## src/rtl/neuron_mac_accumulator_if.sv

```systemverilog
// Beat/result handshake bundle between the fetch stage, the MAC accumulator and the saturation stage.
interface neuron_mac_accumulator_if;
  logic       in_valid;
  logic       in_ready;
  logic [7:0] in_data;
  logic [7:0] in_weight;
  logic       in_last;
  logic       out_valid;
  logic       out_ready;
  logic [7:0] dataOUT;
  logic       sign;
  logic       ovf;

  modport master (
    output in_valid, in_data, in_weight, in_last, out_ready,
    input  in_ready, out_valid, dataOUT, sign, ovf
  );

  modport slave (
    input  in_valid, in_data, in_weight, in_last, out_ready,
    output in_ready, out_valid, dataOUT, sign, ovf
  );
endinterface

```

## src/rtl/neuron_mac_accumulator.sv

```systemverilog
// Multiply-accumulates signed Q1.6 (data, weight) pairs over one neuron vector and presents the
// rescaled Q1.6 sum with sign and overflow flags for the downstream saturation stage.
//
// state | meaning
// ACC   | accepting beats, accumulating products
// OUT   | result held on dataOUT/sign/ovf until out_ready
module neuron_mac_accumulator #(
  parameter int ACC_W   = 24,
  parameter int MAX_LEN = 256,
  parameter int ROUND   = 0
) (
  input logic clk,
  input logic rst_n,
  neuron_mac_accumulator_if.slave bus
);

  localparam int CNT_W = $clog2(MAX_LEN + 1);
  localparam logic signed [ACC_W-1:0] POS_LIM   = ACC_W'(64);
  localparam logic signed [ACC_W-1:0] NEG_LIM   = -ACC_W'(64);
  localparam logic signed [ACC_W-1:0] ROUND_ADD = (ROUND != 0) ? ACC_W'(32) : '0;

  typedef enum logic {ACC, OUT} state_t;

  state_t                   state;
  logic signed [ACC_W-1:0]  acc;
  logic [CNT_W-1:0]         count;
  logic                     wrap;
  logic                     wrapSign;
  logic                     outValid;
  logic [7:0]               dataReg;
  logic                     signReg;
  logic                     ovfReg;

  logic signed [15:0]       prod;
  logic signed [ACC_W-1:0]  prodExt;
  logic signed [ACC_W-1:0]  accNext;
  logic signed [ACC_W-1:0]  scaled;
  logic                     wrapNow;
  logic                     lastBeat;
  logic                     accept;

  assign prod     = $signed(bus.in_data) * $signed(bus.in_weight);
  assign prodExt  = {{(ACC_W-16){prod[15]}}, prod};
  assign accNext  = acc + prodExt;
  assign wrapNow  = (prodExt[ACC_W-1] == acc[ACC_W-1]) && (accNext[ACC_W-1] != acc[ACC_W-1]);
  assign scaled   = (accNext + ROUND_ADD) >>> 6;
  assign lastBeat = bus.in_last || (count == CNT_W'(MAX_LEN - 1));
  assign accept   = bus.in_valid && (state == ACC);

  always_ff @(posedge clk) begin
    if (!rst_n) begin
      state    <= ACC;
      acc      <= '0;
      count    <= '0;
      wrap     <= 1'b0;
      wrapSign <= 1'b0;
      outValid <= 1'b0;
      dataReg  <= '0;
      signReg  <= 1'b0;
      ovfReg   <= 1'b0;
    end else begin
      case (state)
        ACC: begin
          if (accept) begin
            if (lastBeat) begin
              // A wrap on the closing beat itself must still be reported.
              dataReg  <= scaled[7:0];
              signReg  <= wrap ? wrapSign : (wrapNow ? prodExt[ACC_W-1] : accNext[ACC_W-1]);
              ovfReg   <= wrap || wrapNow || (scaled > POS_LIM) || (scaled < NEG_LIM);
              outValid <= 1'b1;
              acc      <= '0;
              count    <= '0;
              wrap     <= 1'b0;
              wrapSign <= 1'b0;
              state    <= OUT;
            end else begin
              acc   <= accNext;
              count <= count + CNT_W'(1);
              if (!wrap && wrapNow) begin
                wrap     <= 1'b1;
                wrapSign <= prodExt[ACC_W-1];
              end
            end
          end
        end
        OUT: begin
          if (bus.out_ready) begin
            outValid <= 1'b0;
            state    <= ACC;
          end
        end
        default: state <= ACC;
      endcase
    end
  end

  assign bus.in_ready  = (state == ACC);
  assign bus.out_valid = outValid;
  assign bus.dataOUT   = dataReg;
  assign bus.sign      = signReg;
  assign bus.ovf       = ovfReg;

endmodule

```

## src/flat_wrapper.sv

```systemverilog
// flat-port wrapper written by rule: the top's interface ports become plain ports
module neuron_mac_accumulator_flat 
#(
  parameter int ACC_W   = 24,
  parameter int MAX_LEN = 256,
  parameter int ROUND   = 0
)
  (clk, rst_n, bus_in_valid, bus_in_data, bus_in_weight, bus_in_last, bus_out_ready, bus_in_ready, bus_out_valid, bus_dataOUT, bus_sign, bus_ovf);
  neuron_mac_accumulator_if bus_i ();
  input logic clk;
  input logic rst_n;
  input wire logic [$bits(bus_i.in_valid)-1:0] bus_in_valid;
  input wire logic [$bits(bus_i.in_data)-1:0] bus_in_data;
  input wire logic [$bits(bus_i.in_weight)-1:0] bus_in_weight;
  input wire logic [$bits(bus_i.in_last)-1:0] bus_in_last;
  input wire logic [$bits(bus_i.out_ready)-1:0] bus_out_ready;
  output wire logic [$bits(bus_i.in_ready)-1:0] bus_in_ready;
  output wire logic [$bits(bus_i.out_valid)-1:0] bus_out_valid;
  output wire logic [$bits(bus_i.dataOUT)-1:0] bus_dataOUT;
  output wire logic [$bits(bus_i.sign)-1:0] bus_sign;
  output wire logic [$bits(bus_i.ovf)-1:0] bus_ovf;
  assign bus_i.in_valid = bus_in_valid;
  assign bus_i.in_data = bus_in_data;
  assign bus_i.in_weight = bus_in_weight;
  assign bus_i.in_last = bus_in_last;
  assign bus_i.out_ready = bus_out_ready;
  assign bus_in_ready = bus_i.in_ready;
  assign bus_out_valid = bus_i.out_valid;
  assign bus_dataOUT = bus_i.dataOUT;
  assign bus_sign = bus_i.sign;
  assign bus_ovf = bus_i.ovf;
  neuron_mac_accumulator #(.ACC_W(ACC_W), .MAX_LEN(MAX_LEN), .ROUND(ROUND)) u_core (.clk(clk), .rst_n(rst_n), .bus(bus_i));
endmodule
```

## config.mk

```make
export PLATFORM = sky130hd
export DESIGN_NAME = neuron_mac_accumulator_flat
export DESIGN_NICKNAME = d
export VERILOG_FILES = /design/src/rtl/neuron_mac_accumulator_if.sv /design/src/rtl/neuron_mac_accumulator.sv /design/src/flat_wrapper.sv
export SDC_FILE = /design/constraint.sdc
export NUM_CORES = 1
export LEC_CHECK = 0
export CORE_ASPECT_RATIO = 0.75
export CORE_MARGIN = 2
export CORE_UTILIZATION = 67
export DETAILED_ROUTE_END_ITERATION = 16
export PLACE_DENSITY = 0.93
export SYNTH_ARGS = -nofsm -noshare
export SYNTH_HDL_FRONTEND = slang
export SYNTH_SLANG_ARGS = --single-unit
```

## constraint.sdc

```tcl
create_clock -name clk -period 20.8 [get_ports clk]
set_clock_uncertainty 0.2 [all_clocks]
set_input_delay 4.16 -clock clk [delete_from_list [all_inputs] [get_ports clk]]
set_output_delay 4.16 -clock clk [all_outputs]
set_load 0.005 [all_outputs]
```

==> flow_summary.yaml <==
clock_network:
  cts_root_buf: "clkbuf_16"
  cts_num_sinks: 47
  clockBufferDepth: 2
  cts.repair.resized: 0
  h-tree-depth: 2
  clk_latency_ns: 0.30
  numCtsBuffers: 5
  cts_hold_buf: 0
  post-cts-setup-buffers: 0
  cts_tree: "done"
  cts.clk_slew.worst_paths_ns: 0.06
setup_path:
  reg2regPathDepth: 15
  cp.depth: 29
  crit_buf_inv: 5
  critical_path.top_delay_family: "adder cells"
  crit_fanout: 11
  worst_path_most_repeated_cell: "fa_1"
  worstReg2RegEnd: "u_core.bus.ovf$_SDFFE_PN0P_"
  cp-start-kind: "input port"
  cp.arrival_ns: 12.76
  crit_required_ns: 20.79
  endpoint_kind: "register"
  timing.critical_path.from: "bus_in_data[3]"
  r2r-start: "u_core.acc[1]$_SDFFE_PN0P_"
  critical-path-slowest-cell: "xnor2_1"
  worstSetupPathType: "in -> reg"
  max_stage_delay_ns: 0.89
  ff2ff_setup_slack_ns: 16.45
finish:
  regArea_um2: 940.9
  fin_nets: 830
  fillers: 558
  multi_input_area_mm2: 0.004308
  layout_common_cells: "inv_1 (101), and2_1 (62), fa_1 (57), nand2_1 (55), ha_1 (54)"
  final_common_cell: "inv_1"
  area_growth_pct: 10.19
  antennaDiodeCount: 0
  drive_gt1_share_pct: 3.863
  fin_util_pct: 75.08
global_routing:
  grt_use_met3_pct: 5.464
  grt.total_usage_pct: 30.22
  busiest_layer: "met2"
  grt_start_max_net_pins: 41
  grt_pass1_vias: 4814
  antenna_found_initial: 0
  grt_pass1_wl_um: 22220
  met2_usage_pct: 51.09
  met1_usage_pct: 39.38
  overflow: 0
sta:
  finalHoldViolCount: 0
  fmax_mhz: 78.30
  min_period_over_period_pct: 61.40
  maxSlewViolCount: 0
  timing.setup.tns_ns: 0
  worst_pin_slew_ns: 1.137
  period_needed_ns: 12.77
  grt_setup_unrepaired: "no"
  setup_violations: 0
  slew_headroom_pct: 23.65
job:
  maxCapViolations: 0
synthesis:
  netlist-cell-type-count: 58
  synth_area_mm2: 0.005687
  ys_seq_area_share_pct: 16.55
  syn_nets: 802
  synth_edf_count: 0
  syn-instance-count: 670
  synth_flop_cell: "dfxtp_1"
  avgSynthCellArea_um2: 8.488
  synth-seq-cells: 47
  yosys_warnings: 0
  postSynth.asyncResetShare_pct: 0
route:
  drt-initial-drc-count: 362
  drt-pass1-iter-count: 6
  drt_wl_total_um: 13020
  drc: 0
  vias: 4869
  wl_per_cell_um: 16.13
  viasPerCell: 6.033
  ant_nets: 0
floorplan:
  dieArea_mm2: 0.009248
  die_h_um: 83.79
  die_x_um: 110.4
  rows: 29
  ios: 33
  start_util_pct: 68.14
  coreArea_mm2: 0.008346
placed_design:
  globalplace.congestion: 0.9437
  dp_hpwl_um: 10030
  numPortBuffers: 32
min_path:
  hold_class: "reg -> reg"
  hold_path_startpoint: "u_core.bus.dataOUT[6]$_SDFFE_PN0P_"
  hold_depth: 2
  worstHoldEndpoint: "u_core.bus.dataOUT[6]$_SDFFE_PN0P_"
run_status:
  status: "completed"
==> final cells by class <==
| type | count | share of cell area [%] |
|---|---|---|
| clock buffer | 6 | 2.216 |
| tap | 108 | 2.157 |
| timing repair buffer | 36 | 5.591 |
| inverter | 101 | 6.050 |
| clock inverter | 2 | 0.2196 |
| multi-input combinational | 507 | 68.75 |
| sequential | 47 | 15.02 |
==> synth_stat cells (all sizes together) (3+ instances only) <==
library cell	n	area, um^2
xor2	13	113.9
nand2	55	206.5
ha	54	675.7
mux2i	4	40.04
or3	3	18.77
a21oi	29	148.9
o21a	3	22.52
nand2b	5	31.28
o211ai	3	22.52
o21bai	5	37.54
inv	101	379.1
dfxtp	47	940.9
o21ai	31	162.7
nor2	32	120.1
fa	57	1141
a22oi	14	105.1
and3	7	43.79
clkbuf	13	48.80
nor2b	21	131.4
a21o	8	60.06
a31oi	3	33.78
nand4	7	43.79
a21boi	8	60.06
nand3	11	55.05
and2	62	387.9
o211a	4	40.04
nor3	9	45.04
xnor2	25	219.0
==> state kept, by name (all words and copies together) (netlist names) <==
register / count
u_core.bus.out_valid: 1
u_core.bus.ovf: 1
u_core.count: 9
u_core.bus.dataOUT: 8
u_core.state: 1
u_core.wrap: 1
u_core.wrapSign: 1
u_core.bus.sign: 1
u_core.acc: 24
==> metrics by stage <==
step,area [um^2],hold WS [ns],cells,setup slack (ns)
floorplan,5687,0.2453,670,9.325
global placement,6113,0.2511,799,8.275
detailed placement,6113,0.2572,799,7.922
CTS,6266,0.2660,807,8.126
global route,6266,0.2832,807,7.460
finish,6266,0.2628,807,8.029
==> worst max path at each step <==
stage | endpoint | slack, ns
finish | u_core.bus.ovf$_SDFFE_PN0P_ | 8.03
global route | u_core.bus.ovf$_SDFFE_PN0P_ | 7.46
CTS | u_core.bus.ovf$_SDFFE_PN0P_ | 8.13
detailed placement | u_core.bus.ovf$_SDFFE_PN0P_ | 7.92
global placement | u_core.wrap$_SDFFE_PN0P_ | 8.27
floorplan | u_core.wrap$_SDFFE_PN0P_ | 9.33
==> worst reg2reg max path, delay by kind of cell, from the launching register on <==
family                   cells  cell delay (ns)
AO/OA/AOI/OAI               11             2.26
AND/OR/NAND/NOR              2             0.65
flip-flops                   1             0.32
adder cells (fa/ha/maj)      2             0.82
==> metal layers <==
metal | up-vias | wire [um] | part of all wire [%]
li1 | 2285 | - | -
met1 | 2350 | 5355 | 41
met2 | 199 | 6472 | 50
met3 | 35 | 858 | 6.6
met4 | 0 | 332 | 2.6
met5 | - | 0 | 0
==> logic make-up after synthesis <==
logic type                 count (synthesis)  share of synthesized area (%)
xor gates and xnor gates                  38                          5.853
muxes                                      6                          1.100
DFF                                       47                          16.55
AOI/OAI and AO/OA                        130                          16.44
and+or+nand+nor                          222                          20.42
adders and majority gates                111                          31.95
buffers and inverters                    116                          7.701
Power is left out: the tool's default activity adds up to more than one toggle a clock period on the data nets, which glitch-free logic cannot reach.
